==> src/rtl/hs_pkg.sv <==
// ============================================================================
// Package  : hs_pkg
// Brief    : Shared types and defaults for the hiscore work-RAM arbiter.
// Revision : 1.0 - initial release
// ============================================================================
`default_nettype none

package hs_pkg;

    localparam int unsigned C_HS_AW      = 11;
    localparam int unsigned C_HS_DW      = 8;
    localparam int unsigned C_HS_SETTLE  = 4;
    localparam int unsigned C_HS_TIMEOUT = 1023;

    typedef enum logic [2:0] {
        ST_IDLE     = 3'd0,
        ST_WAIT_VBL = 3'd1,
        ST_PAUSE    = 3'd2,
        ST_SETTLE   = 3'd3,
        ST_GRANT    = 3'd4,
        ST_RELEASE  = 3'd5
    } hs_arb_state_t;

    // The shared counter also times SETTLE (up to 15), so never go below 4 bits.
    function automatic int unsigned hs_cnt_width(input int unsigned timeout);
        int unsigned w;
        w = $clog2(timeout + 1);
        return (w < 4) ? 4 : w;
    endfunction

endpackage

`default_nettype wire

==> src/rtl/hs_ram_mux.sv <==
// ============================================================================
// Module   : hs_ram_mux
// Brief    : Combinational CPU / hiscore select onto the work-RAM port.
// Revision : 1.0 - initial release
// ============================================================================
`default_nettype none

module hs_ram_mux
    import hs_pkg::*;
#(
    parameter int unsigned AW = C_HS_AW,
    parameter int unsigned DW = C_HS_DW
) (
    input  logic          sel_hs_i,
    input  logic          cpu_we_block_i,
    input  logic [AW-1:0] cpu_addr_i,
    input  logic [DW-1:0] cpu_wdata_i,
    input  logic          cpu_we_i,
    input  logic [AW-1:0] hs_addr_i,
    input  logic [DW-1:0] hs_wdata_i,
    input  logic          hs_we_i,
    output logic [AW-1:0] ram_addr_o,
    output logic [DW-1:0] ram_wdata_o,
    output logic          ram_we_o
);

    always_comb begin
        if (sel_hs_i) begin
            ram_addr_o  = hs_addr_i;
            ram_wdata_o = hs_wdata_i;
            ram_we_o    = hs_we_i;
        end else begin
            ram_addr_o  = cpu_addr_i;
            ram_wdata_o = cpu_wdata_i;
            // A CPU still finishing its last bus cycle must not land a write
            // while the hiscore engine is about to own, or owns, the RAM.
            ram_we_o    = cpu_we_i & ~cpu_we_block_i;
        end
    end

endmodule

`default_nettype wire

==> src/rtl/hs_ram_arbiter.sv <==
// ============================================================================
// Module   : hs_ram_arbiter
// Brief    : Pauses the CPU at vblank and lends its work-RAM port to the
//            hiscore save/restore engine for single-byte accesses.
// Revision : 1.0 - initial release
// ============================================================================
`default_nettype none

module hs_ram_arbiter
    import hs_pkg::*;
#(
    parameter int unsigned AW       = C_HS_AW,
    parameter int unsigned DW       = C_HS_DW,
    parameter int unsigned SETTLE   = C_HS_SETTLE,
    parameter int unsigned TIMEOUT  = C_HS_TIMEOUT,
    parameter int unsigned VBL_SYNC = 1
) (
    input  logic          clk,
    input  logic          reset,
    input  logic          vblank,
    input  logic          hs_req,
    input  logic [AW-1:0] hs_addr,
    input  logic [DW-1:0] hs_wdata,
    input  logic          hs_we,
    input  logic          hs_strobe,
    output logic [DW-1:0] hs_rdata,
    output logic          hs_ack,
    output logic          hs_grant,
    output logic          hs_abort,
    output logic          pause_req,
    input  logic          cpu_paused,
    input  logic [AW-1:0] cpu_addr,
    input  logic [DW-1:0] cpu_wdata,
    input  logic          cpu_we,
    output logic [AW-1:0] ram_addr,
    output logic [DW-1:0] ram_wdata,
    output logic          ram_we,
    input  logic [DW-1:0] ram_rdata
);

    localparam int unsigned CW = hs_cnt_width(TIMEOUT);

    hs_arb_state_t state_q;
    hs_arb_state_t state_d;
    logic [CW-1:0] cnt_q;
    logic [CW-1:0] cnt_d;
    logic          vbl_q;
    logic          pause_req_q;
    logic          hs_grant_q;
    logic          hs_ack_q;
    logic          ack_rd_q;
    logic          hs_abort_q;
    logic [DW-1:0] rdata_q;

    logic          w_vbl_rise;
    logic          w_timeout;
    logic          w_settle_done;
    logic          w_abort;
    logic          w_strobe;
    logic          w_hs_we;
    logic          w_pause_d;
    logic          w_cpu_we_block;

    assign w_vbl_rise    = vblank & ~vbl_q;
    assign w_timeout     = (cnt_q == CW'(TIMEOUT - 1));
    assign w_settle_done = (cnt_q == CW'(SETTLE - 1));

    // A strobe coinciding with the release request is dropped entirely.
    assign w_strobe = hs_grant_q & hs_req & hs_strobe;
    assign w_hs_we  = w_strobe & hs_we;

    always_comb begin
        state_d = state_q;
        case (state_q)
            ST_IDLE: begin
                if (hs_req) begin
                    state_d = (VBL_SYNC != 0) ? ST_WAIT_VBL : ST_PAUSE;
                end
            end
            ST_WAIT_VBL: begin
                if (!hs_req) begin
                    state_d = ST_IDLE;
                end else if (w_vbl_rise) begin
                    state_d = ST_PAUSE;
                end
            end
            ST_PAUSE: begin
                if (!hs_req) begin
                    state_d = ST_RELEASE;
                end else if (cpu_paused) begin
                    state_d = ST_SETTLE;
                end else if (w_timeout) begin
                    state_d = ST_IDLE;
                end
            end
            ST_SETTLE: begin
                if (!hs_req) begin
                    state_d = ST_RELEASE;
                end else if (!cpu_paused) begin
                    state_d = ST_PAUSE;
                end else if (w_settle_done) begin
                    state_d = ST_GRANT;
                end
            end
            ST_GRANT: begin
                if (!hs_req) begin
                    state_d = ST_RELEASE;
                end
            end
            ST_RELEASE: begin
                state_d = ST_IDLE;
            end
            default: begin
                state_d = ST_IDLE;
            end
        endcase
    end

    assign w_abort = (state_q == ST_PAUSE) & hs_req & ~cpu_paused & w_timeout;

    // Every state change restarts the shared counter; it saturates at all-ones.
    always_comb begin
        cnt_d = cnt_q;
        if (state_d != state_q) begin
            cnt_d = '0;
        end else if (((state_q == ST_PAUSE) || (state_q == ST_SETTLE)) &&
                     (cnt_q != {CW{1'b1}})) begin
            cnt_d = cnt_q + CW'(1);
        end
    end

    assign w_pause_d = (state_d == ST_PAUSE)  || (state_d == ST_SETTLE) ||
                       (state_d == ST_GRANT)  || (state_d == ST_RELEASE);

    always_ff @(posedge clk) begin
        if (reset) begin
            state_q     <= ST_IDLE;
            cnt_q       <= '0;
            vbl_q       <= 1'b0;
            pause_req_q <= 1'b0;
            hs_grant_q  <= 1'b0;
            hs_ack_q    <= 1'b0;
            ack_rd_q    <= 1'b0;
            hs_abort_q  <= 1'b0;
            rdata_q     <= '0;
        end else begin
            state_q     <= state_d;
            cnt_q       <= cnt_d;
            vbl_q       <= vblank;
            // On abort the pause request lingers for the abort cycle itself.
            pause_req_q <= w_pause_d | w_abort;
            hs_grant_q  <= (state_d == ST_GRANT);
            hs_ack_q    <= w_strobe;
            ack_rd_q    <= w_strobe & ~hs_we;
            hs_abort_q  <= w_abort;
            if (hs_ack_q && ack_rd_q) begin
                rdata_q <= ram_rdata;
            end
        end
    end

    // Read data is forwarded in the ack cycle and then held in rdata_q.
    assign hs_rdata  = (hs_ack_q && ack_rd_q) ? ram_rdata : rdata_q;
    assign hs_ack    = hs_ack_q;
    assign hs_grant  = hs_grant_q;
    assign hs_abort  = hs_abort_q;
    assign pause_req = pause_req_q;

    assign w_cpu_we_block = (state_q == ST_SETTLE) || (state_q == ST_GRANT) ||
                            (state_q == ST_RELEASE);

    hs_ram_mux #(
        .AW (AW),
        .DW (DW)
    ) u_mux (
        .sel_hs_i       (hs_grant_q),
        .cpu_we_block_i (w_cpu_we_block),
        .cpu_addr_i     (cpu_addr),
        .cpu_wdata_i    (cpu_wdata),
        .cpu_we_i       (cpu_we),
        .hs_addr_i      (hs_addr),
        .hs_wdata_i     (hs_wdata),
        .hs_we_i        (w_hs_we),
        .ram_addr_o     (ram_addr),
        .ram_wdata_o    (ram_wdata),
        .ram_we_o       (ram_we)
    );

endmodule

`default_nettype wire

==> config.mk <==
export PLATFORM = sky130hd
export DESIGN_NAME = hs_ram_arbiter
export DESIGN_NICKNAME = d
export VERILOG_FILES = /design/src/rtl/hs_pkg.sv /design/src/rtl/hs_ram_mux.sv /design/src/rtl/hs_ram_arbiter.sv
export SDC_FILE = /design/constraint.sdc
export NUM_CORES = 1
export LEC_CHECK = 0
export BUFFER_PORTS_ARGS = -buffer_cell sky130_fd_sc_hd__buf_2
export CORE_AREA = 2 2 53 79
export CTS_CLUSTER_SIZE = 16
export DETAILED_ROUTE_END_ITERATION = 16
export DIE_AREA = 0 0 55 81
export HOLD_SLACK_MARGIN = 0.02
export PLACE_DENSITY = 0.85
export REMOVE_ABC_BUFFERS = 1
export SYNTH_ARGS = -nofsm -noshare
export SYNTH_HDL_FRONTEND = slang
export SYNTH_SLANG_ARGS = --single-unit
==> constraint.sdc <==
create_clock -name clk -period 2 [get_ports clk]
set_input_delay 0.4 -clock clk [delete_from_list [all_inputs] [get_ports clk]]
set_output_delay 0.4 -clock clk [all_outputs]
set_load 0.02 [all_outputs]
==> impl_metrics.ini, run 1 <==
[status]
outcome = completed

[cts]
clock_tree.root_cell = sky130_fd_sc_hd__clkbuf_8
cts.htree.levels = 1
cts.clk_slew.worst_paths_ns = 0.09
cts_setup_buffers = 0
clock_insertion_delay_worst_skew_ns = 0.27
cts-buffers-inserted = 3
clock_path_buffers = 2
cts_sinks = 27
clock_tree_from_tritoncts = done

[global_route]
grt_start_max_net_pins = 21
global_route.usage.total_pct = 18.0
number_of_global_route_vias_before_repair = 1456
antenna_violations_before_repair = 0
global_route.overflow_total = 0
grt_pass1_wl_um = 5990

[floorplanning]
fp.dieH_um = 81
floorplan.io_pins = 86
floorplan.rows = 28
die-area_um2 = 4460
chipWidth_um = 55
fp.coreArea_um2 = 3850
initial_core_util_pct = 42.3

[finish]
most-common-layout-cells = sky130_fd_sc_hd__buf_2, sky130_fd_sc_hd__mux2_2, sky130_fd_sc_hd__dfxtp_1
fillCellCount = 350
layoutNonFillerInstCount = 306
nets = 318
num_antenna_cells = 0
multi_input_logic_area_um2 = 1030
layout.area.seq_um2 = 542
final_layout_size_suffix_gt1_share_pct = 49.8
area_growth_pct = 32.0
mostFrequentLayoutCell = sky130_fd_sc_hd__buf_2

[timing]
worstMarginPinSlew_ns = 0.405
timing.max_slew.rel_slack_pct = 72.8
final_hold_violations = 0
final.hold.worst_slack_ns = 0.302
finalSetupViolations = 0
achievable-frequency_mhz = 538
finClkSkew_ns = 0.00653
rsz_0062_raised_after_global_routing = false
fin_crit_ns = 1.86
final-max-slew-violation-count = 0
fin_crit_sh_pct = 92.9
setup_tns_ns = 0

[synthesis]
mapped_avg_cell_area_um2 = 9.26
netlist_area_um2 = 1630
netlist_instances = 176
synth-warning-count = 0
synth_sequential_area_ratio_pct = 33.2
post_synth_num_cell_types = 40
yosys_register_bits = 27

[worst_setup_path]
timing.critical_path.from_type = flop
worstReg2RegStart = cnt_q[0]
path_cells = buf_4 -> mux2_2 -> buf_2
cell_at_the_slowest_stage_of_the_critical_path = sky130_fd_sc_hd__mux2_2
startpoint = hs_grant
critical_path.max_stage_delay_ns = 0.39
worst-path-max-fanout = 20
required_ns = 1.60
cp_data_arrival_time_ns = 1.46
critPathKind = reg -> out
worstSetupEndpointType = output pin

[placed_design]
post-dp-hpwl_um = 3460
place_congestion = 0.858
port-buffer-count = 85
placed_cells_incl_taps = 302

[routing]
drt_first_iter_violations = 26
drt-pass1-iter-count = 4
route.detailed.drc = 0
vias = 1611
antenna_violating_nets_left = 0
route.detailed.wl_per_inst_um = 13.5
routed_wl_um = 4140
avgViaCountPerCell = 5.26

[power]
power-per-cell-area_nw_per_um2 = 482
cellLeakagePower_nw = 0.945
max-vdd-ir-drop_mv = 0.366

[min_path]
timing.hold.worst.start = hs_we
timing.hold.worst.class = in -> reg

[run]
max_cap_violations = 0
[worst max-delay path: cells and delay by family (launching register included)]
family,cells,cell delay [ns]
DFF,1,0.36
buffers and inverters,2,0.42
muxes,1,0.39
[through the flow]
stage	utilization [%]	setup slack (ns)	total power [mW]	cell area, µm²
floorplan	-	0.0180	0.651	1590
global placement	54.4	0.232	0.739	2100
detailed placement	54.4	0.191	0.742	2100
CTS	55.7	0.00849	1.05	2150
global route	55.8	0.0439	1.09	2150
finish	55.8	0.141	1.04	2150
[registers in the layout, summed over array words and instances, names as in the netlist]
name	flops
cnt_q	10
rdata_q	8
state_q	3
ack_rd_q	1
hs_abort	1
hs_ack	1
hs_grant	1
pause_req	1
vbl_q	1
[cell usage after synthesis (all sizes together)]
master,number,share of area (%)
a31oi,1,0.38
or2b,1,0.46
mux2,27,19
nand4b,1,0.54
nor4,1,0.38
mux2i,2,1.2
nor3,4,1.2
a21o,1,0.92
xor2,2,1.1
nor2b,14,5.4
clkbuf,3,0.69
o22ai,1,0.38
nor4b,2,2.0
nand3b,1,0.46
a211oi,3,2.3
or4b,1,0.84
nand4,5,2.8
o31ai,4,1.8
buf,5,1.9
and2b,1,0.46
o2bb2ai,1,0.54
nand2b,3,1.2
a21oi,4,1.2
and3b,1,0.54
nor3b,3,1.4
a41oi,1,0.54
xnor2,3,1.6
o21ai,5,1.8
dfxtp,27,33
and4,3,1.6
nand3,5,1.5
inv,5,1.2
nor2,18,4.1
ha,2,1.5
and2,4,1.5
nand2,11,2.5
[where the power goes]
group	total, mW	internal, mW	switching (mW)
Combinational	0.179	0.0876	0.0915
Clock	0.308	0.141	0.167
Sequential	0.549	0.542	0.00742
Total	1.04	0.770	0.266
[path summary, 6_finish.rpt]
path / end / slack, ns / cells after the start
worst min-delay path: ack_rd_q / 0.30 / 2
worst max-delay path: ram_wdata[3] / 0.14 / 3
worst min register to register: hs_ack / 0.54 / 2
worst max register to register: cnt_q[9] / 0.24 / 7
[layer usage]
metal | vias to the layer above | track usage (%) | part of all wire (%)
met5 | - | 0 | 0
met4 | 0 | 5.85 | 1.3
met3 | 6 | 2.76 | 10
met2 | 88 | 34.4 | 52
met1 | 722 | 18.9 | 37
li1 | 795 | - | -
[layout make-up]
| class | count | share of cell area [%] |
|---|---|---|
| flip-flops and latches | 27 | 25.2 |
| clock inverters | 1 | 0.349 |
| clock buffers | 3 | 1.92 |
| repair buffers | 89 | 21.2 |
| inverters | 5 | 0.873 |
| well taps | 45 | 2.62 |
| multi-input cells | 136 | 47.9 |
[cell families (layout without fill, tap and decap cells)]
family                     Yosys count  after routing  share of synthesized area [%]
AOI/OAI and AO/OA                   21             21                           9.91
and+or+nand+nor                     79             79                           29.0
DFF                                 27             27                           33.2
adders and majority gates            2              2                           1.54
muxes                               29             29                           19.9
buffers and inverters               13             98                           3.76
xor gates and xnor gates             5              5                           2.69
[timing repair]
item / 4_1_cts / 5_1_grt
hold buffers: 0 / 0
gates resized for setup: 0 / 2
endpoints found under the setup margin: 0 / 1
Note: power is estimated with default switching activity, not from simulation.
==> run 2, diff against run 1 <==
--- a/config.mk
+++ b/config.mk
@@ -11,7 +11,7 @@
 export DETAILED_ROUTE_END_ITERATION = 16
 export DIE_AREA = 0 0 55 81
 export HOLD_SLACK_MARGIN = 0.02
-export PLACE_DENSITY = 0.85
+export PLACE_DENSITY_LB_ADDON = 0.2
 export REMOVE_ABC_BUFFERS = 1
 export SYNTH_ARGS = -nofsm -noshare
 export SYNTH_HDL_FRONTEND = slang
==> impl_metrics.ini, run 2 (synthesis gave the netlist of run 1 again) <==
[timing]
fin_crit_ns = 1.84
setup_tns_ns = 0
finalSetupViolations = 0
rsz_0062_raised_after_global_routing = false
worstMarginPinSlew_ns = 0.418
final-max-slew-violation-count = 0
achievable-frequency_mhz = 544
finClkSkew_ns = 0.00255
final.hold.worst_slack_ns = 0.295
timing.max_slew.rel_slack_pct = 71.7
fin_crit_sh_pct = 92.0
final_hold_violations = 0

[cts]
clock_tree_from_tritoncts = done
cts.clk_slew.worst_paths_ns = 0.09
cts.htree.levels = 1
clock_path_buffers = 2
clock_tree.root_cell = sky130_fd_sc_hd__clkbuf_8
cts_sinks = 27
cts-buffers-inserted = 3
hold_buffers = 0
clock_insertion_delay_worst_skew_ns = 0.27

[floorplanning]
fp.coreArea_um2 = 3850
fp.dieH_um = 81
die-area_um2 = 4460
chipWidth_um = 55
floorplan.io_pins = 86
initial_core_util_pct = 42.3
floorplan.rows = 28

[placed_design]
port-buffer-count = 85
post-dp-hpwl_um = 3110
place_congestion = 0.791

[global_route]
global_route.usage.total_pct = 17.6
number_of_global_route_vias_before_repair = 1430
grt_pass1_wl_um = 5890
antenna_violations_before_repair = 0
global_route.overflow_total = 0
grt_start_max_net_pins = 17

[run]
max_cap_violations = 0

[finish]
most-common-layout-cells = sky130_fd_sc_hd__buf_2, sky130_fd_sc_hd__mux2_2, sky130_fd_sc_hd__dfxtp_1
num_antenna_cells = 0
fillCellCount = 385
largest_register_ffs = 10
largest-register = cnt_q
mostFrequentLayoutCell = sky130_fd_sc_hd__buf_2
layout.area.seq_um2 = 542
largestRegisters = cnt_q: 10 flops, rdata_q: 8 flops, state_q: 3 flops
multi_input_logic_area_um2 = 1030
area_growth_pct = 32.3
nets = 319
final_layout_size_suffix_gt1_share_pct = 49.6

[power]
cellLeakagePower_nw = 0.951
power-per-cell-area_nw_per_um2 = 483
finalPower_mw = 1.04
max-vdd-ir-drop_mv = 0.371

[worst_setup_path]
worstSetupEndpointType = output pin
worst-path-max-fanout = 13
cp_data_arrival_time_ns = 1.44
timing.critical_path.from_type = flop
critPathKind = reg -> out
required_ns = 1.60

[status]
outcome = completed

[routing]
antenna_violating_nets_left = 0
route.detailed.drc = 0
route.detailed.wl_per_inst_um = 12.5
vias = 1558
avgViaCountPerCell = 5.07
drt_first_iter_violations = 28
drt-pass1-iter-count = 4
routed_wl_um = 3820

[min_path]
timing.hold.worst.class = in -> reg
[run 2: cell types whose count changed in the layout (fill, tap and decap cells not counted)]
cell / before / now
sky130_fd_sc_hd__nor2b_2: 1 / 0
sky130_fd_sc_hd__buf_4: 4 / 5
sky130_fd_sc_hd__nor2b_1: 13 / 14
[run 2: path summary, 6_finish.rpt]
path | start | endpoint | slack [ns] | cells past startpoint
max reg2reg | cnt_q[0] | hs_grant | 0.21 | 6
min reg2reg | cnt_q[9] | cnt_q[9] | 0.54 | 2
max | state_q[1] | ram_we | 0.16 | 5
min | hs_we | ack_rd_q | 0.30 | 2
[run 2: worst max-delay path, cell delays in order, from the launching register on]
cell and delay (ns):
sky130_fd_sc_hd__dfxtp_2 0.45, sky130_fd_sc_hd__nor2b_1 0.28, sky130_fd_sc_hd__nand2_1 0.09, sky130_fd_sc_hd__nand4b_1 0.10, sky130_fd_sc_hd__o21ai_0 0.08, sky130_fd_sc_hd__buf_2 0.16
[run 2: final cells by class]
| type | count | area share, % |
|---|---|---|
| Multi-Input combinational cell | 136 | 47.6 |
| Tap cell | 45 | 2.61 |
| Inverter | 5 | 0.871 |
| Clock buffer | 3 | 1.92 |
| Clock inverter | 1 | 0.348 |
| Timing Repair Buffer | 90 | 21.5 |
| Sequential cell | 27 | 25.1 |
[run 2: timing repair]
| action | in CTS | in global routing |
|---|---|---|
| endpoints found under the setup margin | 0 | 1 |
| gates resized for setup | 0 | 1 |
| setup buffers | 0 | 0 |
[run 2: power breakdown]
part,switching [mW],internal [mW]
Sequential,0.00679,0.542
Clock,0.174,0.141
Combinational,0.0896,0.0870
[run 2: stage by stage]
step / setup slack [ns] / instances / instance area (µm²) / utilization, %
floorplan: 0.0180 / 168 / 1590 / -
global placement: 0.225 / 303 / 2110 / 54.6
detailed placement: 0.204 / 303 / 2110 / 54.6
CTS: 0.0502 / 307 / 2150 / 55.9
global route: 0.0276 / 307 / 2160 / 55.9
finish: 0.161 / 307 / 2160 / 55.9
[run 2: metal layers]
| metal | routed length, µm | vias to the layer above | GRT usage [%] |
|---|---|---|---|
| li1 | - | 799 | - |
| met1 | 1500 | 703 | 18.8 |
| met2 | 2000 | 48 | 33.2 |
| met3 | 262 | 8 | 3.49 |
| met4 | 61 | 0 | 5.12 |
| met5 | 0 | - | 0 |
